`config.mk`:
```
export PLATFORM = sky130hd
export DESIGN_NAME = eater_ctrl
export DESIGN_NICKNAME = d
export VERILOG_FILES = /design/src/rtl/eater_ctrl.sv
export SDC_FILE = /design/constraint.sdc
export NUM_CORES = 1
export LEC_CHECK = 0
export CAP_MARGIN = 20
export CORE_AREA = 2 2 41 47
export CTS_BUF_LIST = sky130_fd_sc_hd__clkbuf_8
export DETAILED_ROUTE_END_ITERATION = 7
export DIE_AREA = 0 0 43 49
export GPL_TIMING_DRIVEN = 0
export MAX_ROUTING_LAYER = met4
export PLACE_DENSITY = 0.7
export SLEW_MARGIN = 30
export SYNTH_ARGS = -nofsm -noshare
export SYNTH_HDL_FRONTEND = slang
export SYNTH_SLANG_ARGS = --single-unit
```
`constraint.sdc`:
```
create_clock -name clk -period 1.61 [get_ports clk]
set_input_delay 0.322 -clock clk [delete_from_list [all_inputs] [get_ports clk]]
set_output_delay 0.322 -clock clk [all_outputs]
set_load 0.005 [all_outputs]
```
`src/rtl/eater_ctrl.sv`:
```
`default_nettype none
// ============================================================================
// Module      : eater_ctrl
// Description : Microcoded fetch/execute sequencer for the 8-bit bus computer;
//               decodes opcode, step and flags into bus and register strobes.
// Revision    : 1.0 - initial release
// ============================================================================
module eater_ctrl #(
    parameter int MAX_STEP = 4
) (
    input  logic       clk,
    input  logic       clr,
    input  logic       step_en,
    input  logic [3:0] opcode,
    input  logic       cf,
    input  logic       zf,
    output logic [2:0] step,
    output logic       hlt,
    output logic       mi,
    output logic       ri,
    output logic       ro,
    output logic       io,
    output logic       ii,
    output logic       ai,
    output logic       ao,
    output logic       eo,
    output logic       su,
    output logic       bi,
    output logic       oi,
    output logic       ce,
    output logic       co,
    output logic       j,
    output logic       fi
);

    localparam logic [2:0] LAST_STEP = 3'(MAX_STEP);

    localparam logic [2:0] T0 = 3'd0;
    localparam logic [2:0] T1 = 3'd1;
    localparam logic [2:0] T2 = 3'd2;
    localparam logic [2:0] T3 = 3'd3;
    localparam logic [2:0] T4 = 3'd4;

    localparam logic [3:0] OP_LDA = 4'h1;
    localparam logic [3:0] OP_ADD = 4'h2;
    localparam logic [3:0] OP_SUB = 4'h3;
    localparam logic [3:0] OP_STA = 4'h4;
    localparam logic [3:0] OP_LDI = 4'h5;
    localparam logic [3:0] OP_JMP = 4'h6;
    localparam logic [3:0] OP_JC  = 4'h7;
    localparam logic [3:0] OP_JZ  = 4'h8;
    localparam logic [3:0] OP_OUT = 4'hE;
    localparam logic [3:0] OP_HLT = 4'hF;

    logic [2:0] step_q, step_d;
    logic       halted_q, halted_d;

    logic w_run, w_hlt_op;
    logic w_mi, w_ri, w_ro, w_io, w_ii, w_ai, w_ao, w_eo;
    logic w_su, w_bi, w_oi, w_ce, w_co, w_j, w_fi;

    assign w_hlt_op = (opcode == OP_HLT) && (step_q == T2);
    assign w_run    = step_en & ~halted_q & ~clr;

    always_comb begin
        step_d   = step_q;
        halted_d = halted_q;
        if (step_en && !halted_q) begin
            if (w_hlt_op) begin
                halted_d = 1'b1;
            end else if (step_q == LAST_STEP) begin
                step_d = T0;
            end else begin
                step_d = step_q + 3'd1;
            end
        end
    end

    always_ff @(posedge clk) begin
        if (clr) begin
            step_q   <= T0;
            halted_q <= 1'b0;
        end else begin
            step_q   <= step_d;
            halted_q <= halted_d;
        end
    end

    // Microcode ROM: one row per (step, opcode); each row drives at most one bus source.
    always_comb begin
        {w_mi, w_ri, w_ro, w_io, w_ii, w_ai, w_ao, w_eo} = 8'b0;
        {w_su, w_bi, w_oi, w_ce, w_co, w_j, w_fi}        = 7'b0;
        case (step_q)
            T0: begin
                w_co = 1'b1; w_mi = 1'b1;
            end
            T1: begin
                w_ro = 1'b1; w_ii = 1'b1; w_ce = 1'b1;
            end
            T2: begin
                case (opcode)
                    OP_LDA, OP_ADD, OP_SUB, OP_STA: begin
                        w_io = 1'b1; w_mi = 1'b1;
                    end
                    OP_LDI: begin
                        w_io = 1'b1; w_ai = 1'b1;
                    end
                    OP_JMP: begin
                        w_io = 1'b1; w_j = 1'b1;
                    end
                    OP_JC: begin
                        w_io = cf; w_j = cf;
                    end
                    OP_JZ: begin
                        w_io = zf; w_j = zf;
                    end
                    OP_OUT: begin
                        w_ao = 1'b1; w_oi = 1'b1;
                    end
                    default: ;
                endcase
            end
            T3: begin
                case (opcode)
                    OP_LDA: begin
                        w_ro = 1'b1; w_ai = 1'b1;
                    end
                    OP_ADD, OP_SUB: begin
                        w_ro = 1'b1; w_bi = 1'b1;
                    end
                    OP_STA: begin
                        w_ao = 1'b1; w_ri = 1'b1;
                    end
                    default: ;
                endcase
            end
            T4: begin
                if (opcode == OP_ADD || opcode == OP_SUB) begin
                    w_eo = 1'b1; w_ai = 1'b1; w_fi = 1'b1;
                    w_su = (opcode == OP_SUB);
                end
            end
            default: ;
        endcase
    end

    assign step = step_q;
    assign hlt  = ~clr & (halted_q | (step_en & w_hlt_op));

    assign mi = w_mi & w_run;
    assign ri = w_ri & w_run;
    assign ro = w_ro & w_run;
    assign io = w_io & w_run;
    assign ii = w_ii & w_run;
    assign ai = w_ai & w_run;
    assign ao = w_ao & w_run;
    assign eo = w_eo & w_run;
    assign su = w_su & w_run;
    assign bi = w_bi & w_run;
    assign oi = w_oi & w_run;
    assign ce = w_ce & w_run;
    assign co = w_co & w_run;
    assign j  = w_j  & w_run;
    assign fi = w_fi & w_run;

endmodule
`default_nettype wire

```
==> results.txt, run 1 <==
----------------------------------------------------
[Status]
  Result of the run ... complete, but fails checks
  Violated checks ... negative setup slack

[Worst setup path]
  WP buf/inv ... 3
  Source of the worst register-to-register timing path ... step[0]
  Worst Reg2Reg Path Length in Cells ... 8
  Crit path cell chain ... inv_4, ha_4, buf_6, and3b_1, o211ai_1, a2111oi_2, buf_2
  Slack of the worst reg-to-reg path ... 10 ps
  Critical Path Fanout Max ... 3
  Crit path max-delay family ... compound AO/OA/AOI/OAI gates
  Data arrival time of the worst path ... 1680 ps
  Slowest CP cell ... sky130_fd_sc_hd__dfxtp_4
  Worst path max stage delay ... 350 ps
  Endpoint required time on the critical path ... 1290 ps
  Reg-to-reg endpoint ... step[0]
  Critical Path Source Type ... flop
  Classification of the worst setup path ... reg -> out
  Type of destination of the critical path ... primary output

[Timing]
  Worst-case setup margin in the final layout ... -394.2 ps
  Final-layout setup total negative slack ... -1972 ps
  Relative slew slack ... 75.73%
  Count of final max-slew check failures ... 0
  Number of endpoints failing setup at the final stage ... 11
  Final period util ... 124.5%
  Final count of hold timing violations ... 0
  Measured slew at the worst slew-check pin ... 361.3 ps
  Max Clock Freq ... 0.4990 GHz
  Setup Skew ... 0.9151 ps
  Setup repair after global routing missed its margin ... true
  Post-layout minimum cycle time ... 2004 ps

[CTS]
  Latest clock arrival within the worst-skew pair ... 210 ps
  Clk root buf ... sky130_fd_sc_hd__clkbuf_8
  Count of clock tree sinks ... 4
  Clk buf depth ... 2
  H-tree depth ... 1
  Number of buffers created by CTS ... 3
  Clock tree from TritonCTS ... yes
  Post-CTS clock slew at the launch and capture registers of the worst setup and hold paths ... 30 ps

[Yosys]
  Post-synthesis area per instance ... 7.591 um2
  Post-synthesis cell count ... 75
  Unique cell type count in the Yosys netlist ... 35
  Warnings, synthesis ... 0
  Register area share after synthesis ... 14.07%
  Synthesis-stage register bit count ... 4
  Net count of the mapped netlist ... 89
  Post-synthesis cell area ... 569.3 um2

[Routing]
  Total routed wirelength ... 2248 um
  Number of vias per cell after detailed routing ... 5.594
  DRC Markers ... 0
  Number of iterations in the first detailed-routing pass ... 4
  Post-DRT Antenna Nets ... 0
  Iteration-0 DRC Markers ... 11
  WL/cell ... 15.72 um
  Total number of vias ... 800

[Die]
  Die span in x ... 43 um
  Die Area ... 2107 um2
  # IOs ... 28
  Placeable core area ... 1682 um2
  Number of rows in the core area ... 16
  Starting density of the core ... 33.85%
  Vertical die dimension ... 49 um

[Pwr]
  VDD IR-drop max ... 0.0005230 V
  Pwr Total ... 0.5386 mW
  P_leak ... 0.5214 nW
  Total power divided by cell area ... 462.4 nW/um2

[Global routing]
  Initial antenna violation count ... 0
  First-pass GRT wire length ... 3291 um
  Number of global-route vias before repair ... 737
  Grt ovf ... 0
  Largest net degree at the start of global routing ... 11
  Overall track demand over capacity in global routing ... 20.24%

[Min path]
  Worst hold path cell count ... 2
  Source of the worst hold timing path ... clr
  Min-Delay Path Class ... in -> reg
  End of the worst hold path ... step[1]

[Placed design]
  Area after detailed placement ... 833.3 um2
  Port-buffer cells ... 24
  Final HPWL from detailed placement ... 1123 um
  RD Place Congestion ... 0.8148
  Pre-CTS worst setup slack ... -938.8 ps

[Job]
  Number of maximum-capacitance constraint violations ... 0

[Layout]
  Layout cells sized above 1 ... 65.60%
  Final net count ... 141
  Final cell area excluding filler cells ... 1165 um2
  Synth-to-Final Area Change ... 104.6%
  Number of inserted filler cells in the final layout ... 116
  N_diodes ... 0

----------------------------------------------------
[logic make-up after synthesis]
group | Yosys count | synth area share [%]
simple gates | 36 | 39.34
compound gates | 19 | 24.83
buf+inv | 11 | 10.77
fa+ha+maj | 5 | 10.99
flops | 4 | 14.07
[power breakdown]
| group | switching, mW | internal, mW |
|---|---|---|
| Combinational | 0.107 | 0.113 |
| Sequential | 0.0114 | 0.102 |
| Clock | 0.0466 | 0.159 |
| Total | 0.165 | 0.374 |
[worst max path at each step]
stage,to,depth (start not counted),start
2_1_floorplan,ai,5,step[1]
3_3_place_gp,oi,5,clr
3_5_place_dp,oi,5,clr
4_1_cts,ai,6,step[1]
5_1_grt,ai,7,step[0]
6_report,ai,7,step[0]
[layout make-up]
cell class	count	area (um2)	area share [%]
multi-input combinational	60	584.3	50.16
timing repair buffer	48	362.8	31.15
sequential	4	95.09	8.163
clock buffer	3	41.29	3.545
buffer	4	31.28	2.685
inverter	6	27.53	2.363
tap	18	22.52	1.933
[Yosys cell counts (all sizes together)]
cell type | instances | area (um2)
a2111oi | 1 | 15.01
a211oi | 2 | 15.01
a21o | 1 | 7.510
a21oi | 4 | 20.02
a311o | 1 | 10.01
and2b | 1 | 7.510
and3 | 1 | 6.260
and3b | 1 | 8.760
and4bb | 1 | 12.51
buf | 5 | 38.78
dfxtp | 4 | 80.08
ha | 5 | 62.56
inv | 6 | 22.52
nand2 | 7 | 28.78
nand3 | 2 | 10.01
nand3b | 1 | 7.510
nand4 | 2 | 12.51
nand4b | 2 | 23.77
nor2 | 7 | 28.78
nor2b | 3 | 18.77
nor3 | 5 | 25.02
nor3b | 1 | 12.51
nor4b | 1 | 15.01
o2111ai | 1 | 8.760
o211ai | 2 | 15.01
o21a | 3 | 22.52
o21ai | 1 | 5.000
o21bai | 1 | 7.510
o31ai | 2 | 15.01
or3 | 1 | 6.260
[flip-flops by register name, indices dropped and copies added (netlist names)]
signal,flops
halted_q,1
step,3
[timing repair]
action / CTS / global route
gates resized for setup: 106 / 19
hold buffers: 0 / 0
setup buffers: 18 / 8
setup endpoints to repair: 16 / 15
pin swaps: 18 / 10
[per-layer routing]
layer,up-vias,share of wire (%),track usage (%)
met4,0,5.0,8.586
li1,373,-,-
met5,-,0,-
met3,10,4.5,1.852
met1,388,36,21.12
met2,29,54,37.63
[cells in the final DEF, fill, tap and decap left out, types with 2 or more instances in the layout]
cell / instances
sky130_fd_sc_hd__o211ai_1: 2
sky130_fd_sc_hd__clkdlybuf4s50_1: 4
sky130_fd_sc_hd__nor2_2: 2
sky130_fd_sc_hd__buf_2: 15
sky130_fd_sc_hd__inv_4: 2
sky130_fd_sc_hd__dfxtp_4: 4
sky130_fd_sc_hd__nand2_1: 3
sky130_fd_sc_hd__nor3_1: 3
sky130_fd_sc_hd__a21oi_1: 2
sky130_fd_sc_hd__buf_4: 19
sky130_fd_sc_hd__inv_1: 3
sky130_fd_sc_hd__clkbuf_8: 3
sky130_fd_sc_hd__nand3_1: 2
sky130_fd_sc_hd__nand2_4: 3
sky130_fd_sc_hd__ha_4: 5
sky130_fd_sc_hd__buf_6: 10
sky130_fd_sc_hd__nand4_1: 2
sky130_fd_sc_hd__a21oi_2: 2
sky130_fd_sc_hd__nor2_1: 4
sky130_fd_sc_hd__clkbuf_2: 3
sky130_fd_sc_hd__a211oi_1: 2
sky130_fd_sc_hd__o21a_1: 3
[metrics by stage]
stage,std cells,hold slack (ps),utilization [%]
floorplan,75,416.1,-
global placement,117,515.3,49.55
detailed placement,117,527.4,49.55
CTS,135,418.0,63.02
global route,143,431.5,69.27
finish,143,433.3,69.27
Note: power is estimated with default switching activity, not from simulation.
==> inputs of run 2 (changes only) <==
- CTS_CLUSTER_DIAMETER: not set -> 50
==> results of run 2 <==
No change in the layout: final DEF, timing and power equal those of run 1.
==> inputs of run 3 (changes only) <==
- CORE_AREA: 2 2 41 47 -> 10 10 49 55
- DIE_AREA: 0 0 43 49 -> 0 0 59 65
==> run 3 against run 2 <==
Compared with the run above:
- the flow still finishes with violations (negative setup slack)
- core utilization decreased by 2.4 points
- register-to-register slack worse by 40 ps
- non-clock buffer count did not move
- fmax grew 0.26%
- count of clock-buffer cells in the layout unchanged
- first-iteration DRC count rose by 64%
- wire length increased by 9.2%
==> results.txt, run 3 (synthesis gave the netlist of run 1 again) <==
----------------------------------------------------
[Pwr]
  Total power divided by cell area ... 461.2 nW/um2 (was 462.4 nW/um2)
  VDD IR-drop max ... 0.0005049 V (was 0.0005230 V)
  P_leak ... 0.5056 nW (was 0.5214 nW)

[Routing]
  Total routed wirelength ... 2455 um (was 2248 um)
  Post-DRT Antenna Nets ... 0 (unchanged)
  Number of vias per cell after detailed routing ... 5.503 (was 5.594)
  DRC Markers ... 0 (unchanged)
  WL/cell ... 17.17 um (was 15.72 um)
  Number of iterations in the first detailed-routing pass ... 4 (unchanged)
  Total number of vias ... 787 (was 800)
  Iteration-0 DRC Markers ... 18 (was 11)

[Placed design]
  RD Place Congestion ... 0.8374 (was 0.8148)
  Final HPWL from detailed placement ... 1348 um (was 1123 um)
  Area after detailed placement ... 833.3 um2 (unchanged)
  Pre-CTS worst setup slack ... -899.0 ps (was -938.8 ps)
  Port-buffer cells ... 24 (unchanged)

[Die]
  # IOs ... 28 (unchanged)
  Number of rows in the core area ... 16 (unchanged)
  Vertical die dimension ... 65 um (was 49 um)
  Die span in x ... 59 um (was 43 um)
  Die Area ... 3835 um2 (was 2107 um2)
  Placeable core area ... 1682 um2 (unchanged)
  Starting density of the core ... 33.85% (unchanged)

[Global routing]
  Largest net degree at the start of global routing ... 11 (unchanged)
  Initial antenna violation count ... 0 (unchanged)
  Number of global-route vias before repair ... 743 (was 737)
  Overall track demand over capacity in global routing ... 11.28% (was 20.24%)
  Grt ovf ... 0 (unchanged)
  First-pass GRT wire length ... 3532 um (was 3291 um)

[Status]
  Result of the run ... complete, but fails checks (unchanged)
  Violated checks ... negative setup slack (unchanged)

[Worst setup path]
  Critical Path Fanout Max ... 3 (unchanged)
  Endpoint required time on the critical path ... 1290 ps (about the same)
  Worst path max stage delay ... 350 ps (about the same)
  Slowest CP cell ... sky130_fd_sc_hd__dfxtp_4 (unchanged)
  Type of destination of the critical path ... primary output (unchanged)
  Critical Path Source Type ... flop (unchanged)
  Data arrival time of the worst path ... 1680 ps (about the same)
  Classification of the worst setup path ... reg -> out (unchanged)
  Crit path cell chain ... inv_4, ha_4, buf_6, and3b_1, o211ai_1, a2111oi_2, buf_2 (unchanged)

[Timing]
  Setup Skew ... 2.203 ps (was 0.9151 ps)
  Post-layout minimum cycle time ... 1999 ps (was 2004 ps)
  Final-layout setup total negative slack ... -2430 ps (was -1972 ps)
  Count of final max-slew check failures ... 0 (unchanged)
  Worst-case setup margin in the final layout ... -388.9 ps (was -394.2 ps)
  Final period util ... 124.2% (was 124.5%)
  Final count of hold timing violations ... 0 (unchanged)
  Setup repair after global routing missed its margin ... true (unchanged)
  Number of endpoints failing setup at the final stage ... 15 (was 11)
  Measured slew at the worst slew-check pin ... 358.6 ps (was 361.3 ps)
  Relative slew slack ... 75.91% (was 75.73%)
  Max Clock Freq ... 0.5003 GHz (was 0.4990 GHz)

[Layout]
  Commonest non-fill, non-tap cells in the layout ... sky130_fd_sc_hd__buf_4 (22), sky130_fd_sc_hd__buf_2 (15), sky130_fd_sc_hd__buf_6 (5) (was sky130_fd_sc_hd__buf_4 (19), sky130_fd_sc_hd__buf_2 (15), sky130_fd_sc_hd__buf_6 (10))
  Final net count ... 141 (unchanged)
  Leading cell type in the layout, fill and taps excluded ... sky130_fd_sc_hd__buf_4 (unchanged)
  Layout cells sized above 1 ... 61.60% (was 65.60%)
  N_diodes ... 0 (unchanged)
  Number of flip-flops in the largest register ... 3 (unchanged)
  Final cell area excluding filler cells ... 1125 um2 (was 1165 um2)
  Synth-to-Final Area Change ... 97.58% (was 104.6%)

[CTS]
  Clock tree from TritonCTS ... yes (unchanged)
  Post-CTS clock slew at the launch and capture registers of the worst setup and hold paths ... 30 ps (about the same)
  H-tree depth ... 1 (unchanged)
  Clk buf depth ... 2 (unchanged)
  Clk root buf ... sky130_fd_sc_hd__clkbuf_8 (unchanged)
  Number of buffers created by CTS ... 3 (unchanged)
  Latest clock arrival within the worst-skew pair ... 210 ps (about the same)
  Count of clock tree sinks ... 4 (unchanged)

[Min path]
  Min-Delay Path Class ... in -> reg (unchanged)

[Job]
  Number of maximum-capacitance constraint violations ... 0 (unchanged)

----------------------------------------------------
## run 3: cell types whose count changed in the layout (fill, tap and decap cells not counted), sizes merged
cell and change:
dlygate4sd2 +2, clkdlybuf4s15 +2, buf -2, clkbuf -1, clkdlybuf4s50 -1
## run 3: worst max-delay path: cells and delay by family, from the launching register on
kind | cells | cell delay, ps
buffers and inverters | 3 | 350
adder cells (fa/ha/maj) | 1 | 140
AND/OR/NAND/NOR | 1 | 160
AO/OA/AOI/OAI | 2 | 450
flip-flops | 1 | 350
## run 3: metrics by stage
step	utilization, %	power [mW]	cells	hold WS (ps)
floorplan	-	0.1871	75	416.1
global placement	49.55	0.2451	117	518.3
detailed placement	49.55	0.2467	117	524.6
CTS	60.71	0.4938	134	416.1
global route	66.89	0.5486	143	446.5
finish	66.89	0.5187	143	435.3
## run 3: worst paths after layout
path         startpoint  endpoint  slack [ps]  cells past startpoint
min reg2reg    halted_q  halted_q         520                      1
max reg2reg     step[0]   step[1]         -30                      8
min                 clr   step[0]         440                      2
max             step[0]        ai        -390                      7
## run 3: timing repair
action,CTS,global route
hold buffers,0,0
buffers inserted,14,10
gates resized for setup,99,15
pin swaps,19,12
setup endpoints to repair,16,16
## run 3: final cells by class
class                      count  area, um2
clock buffer                   3      41.29
fill                         131      556.8
inverter                       6      25.02
buffer                         5      38.79
tap                           18      22.52
timing repair buffer          47      345.3
sequential                     4      95.09
multi-input combinational     60      556.8
## run 3: metal layers
layer | vias up | GRT usage (%) | wire [um]
li1 | 375 | - | -
met1 | 373 | 11.58 | 888
met2 | 31 | 18.55 | 1345
met3 | 8 | 3.704 | 180
met4 | 0 | 5.747 | 42
met5 | - | - | 0
## run 3: power by group
| group | total [mW] | internal (mW) | switching (mW) |
|---|---|---|---|
| clock | 0.206 | 0.159 | 0.0466 |
| sequential | 0.112 | 0.102 | 0.00977 |
| combinational | 0.201 | 0.101 | 0.100 |
| total | 0.519 | 0.362 | 0.157 |
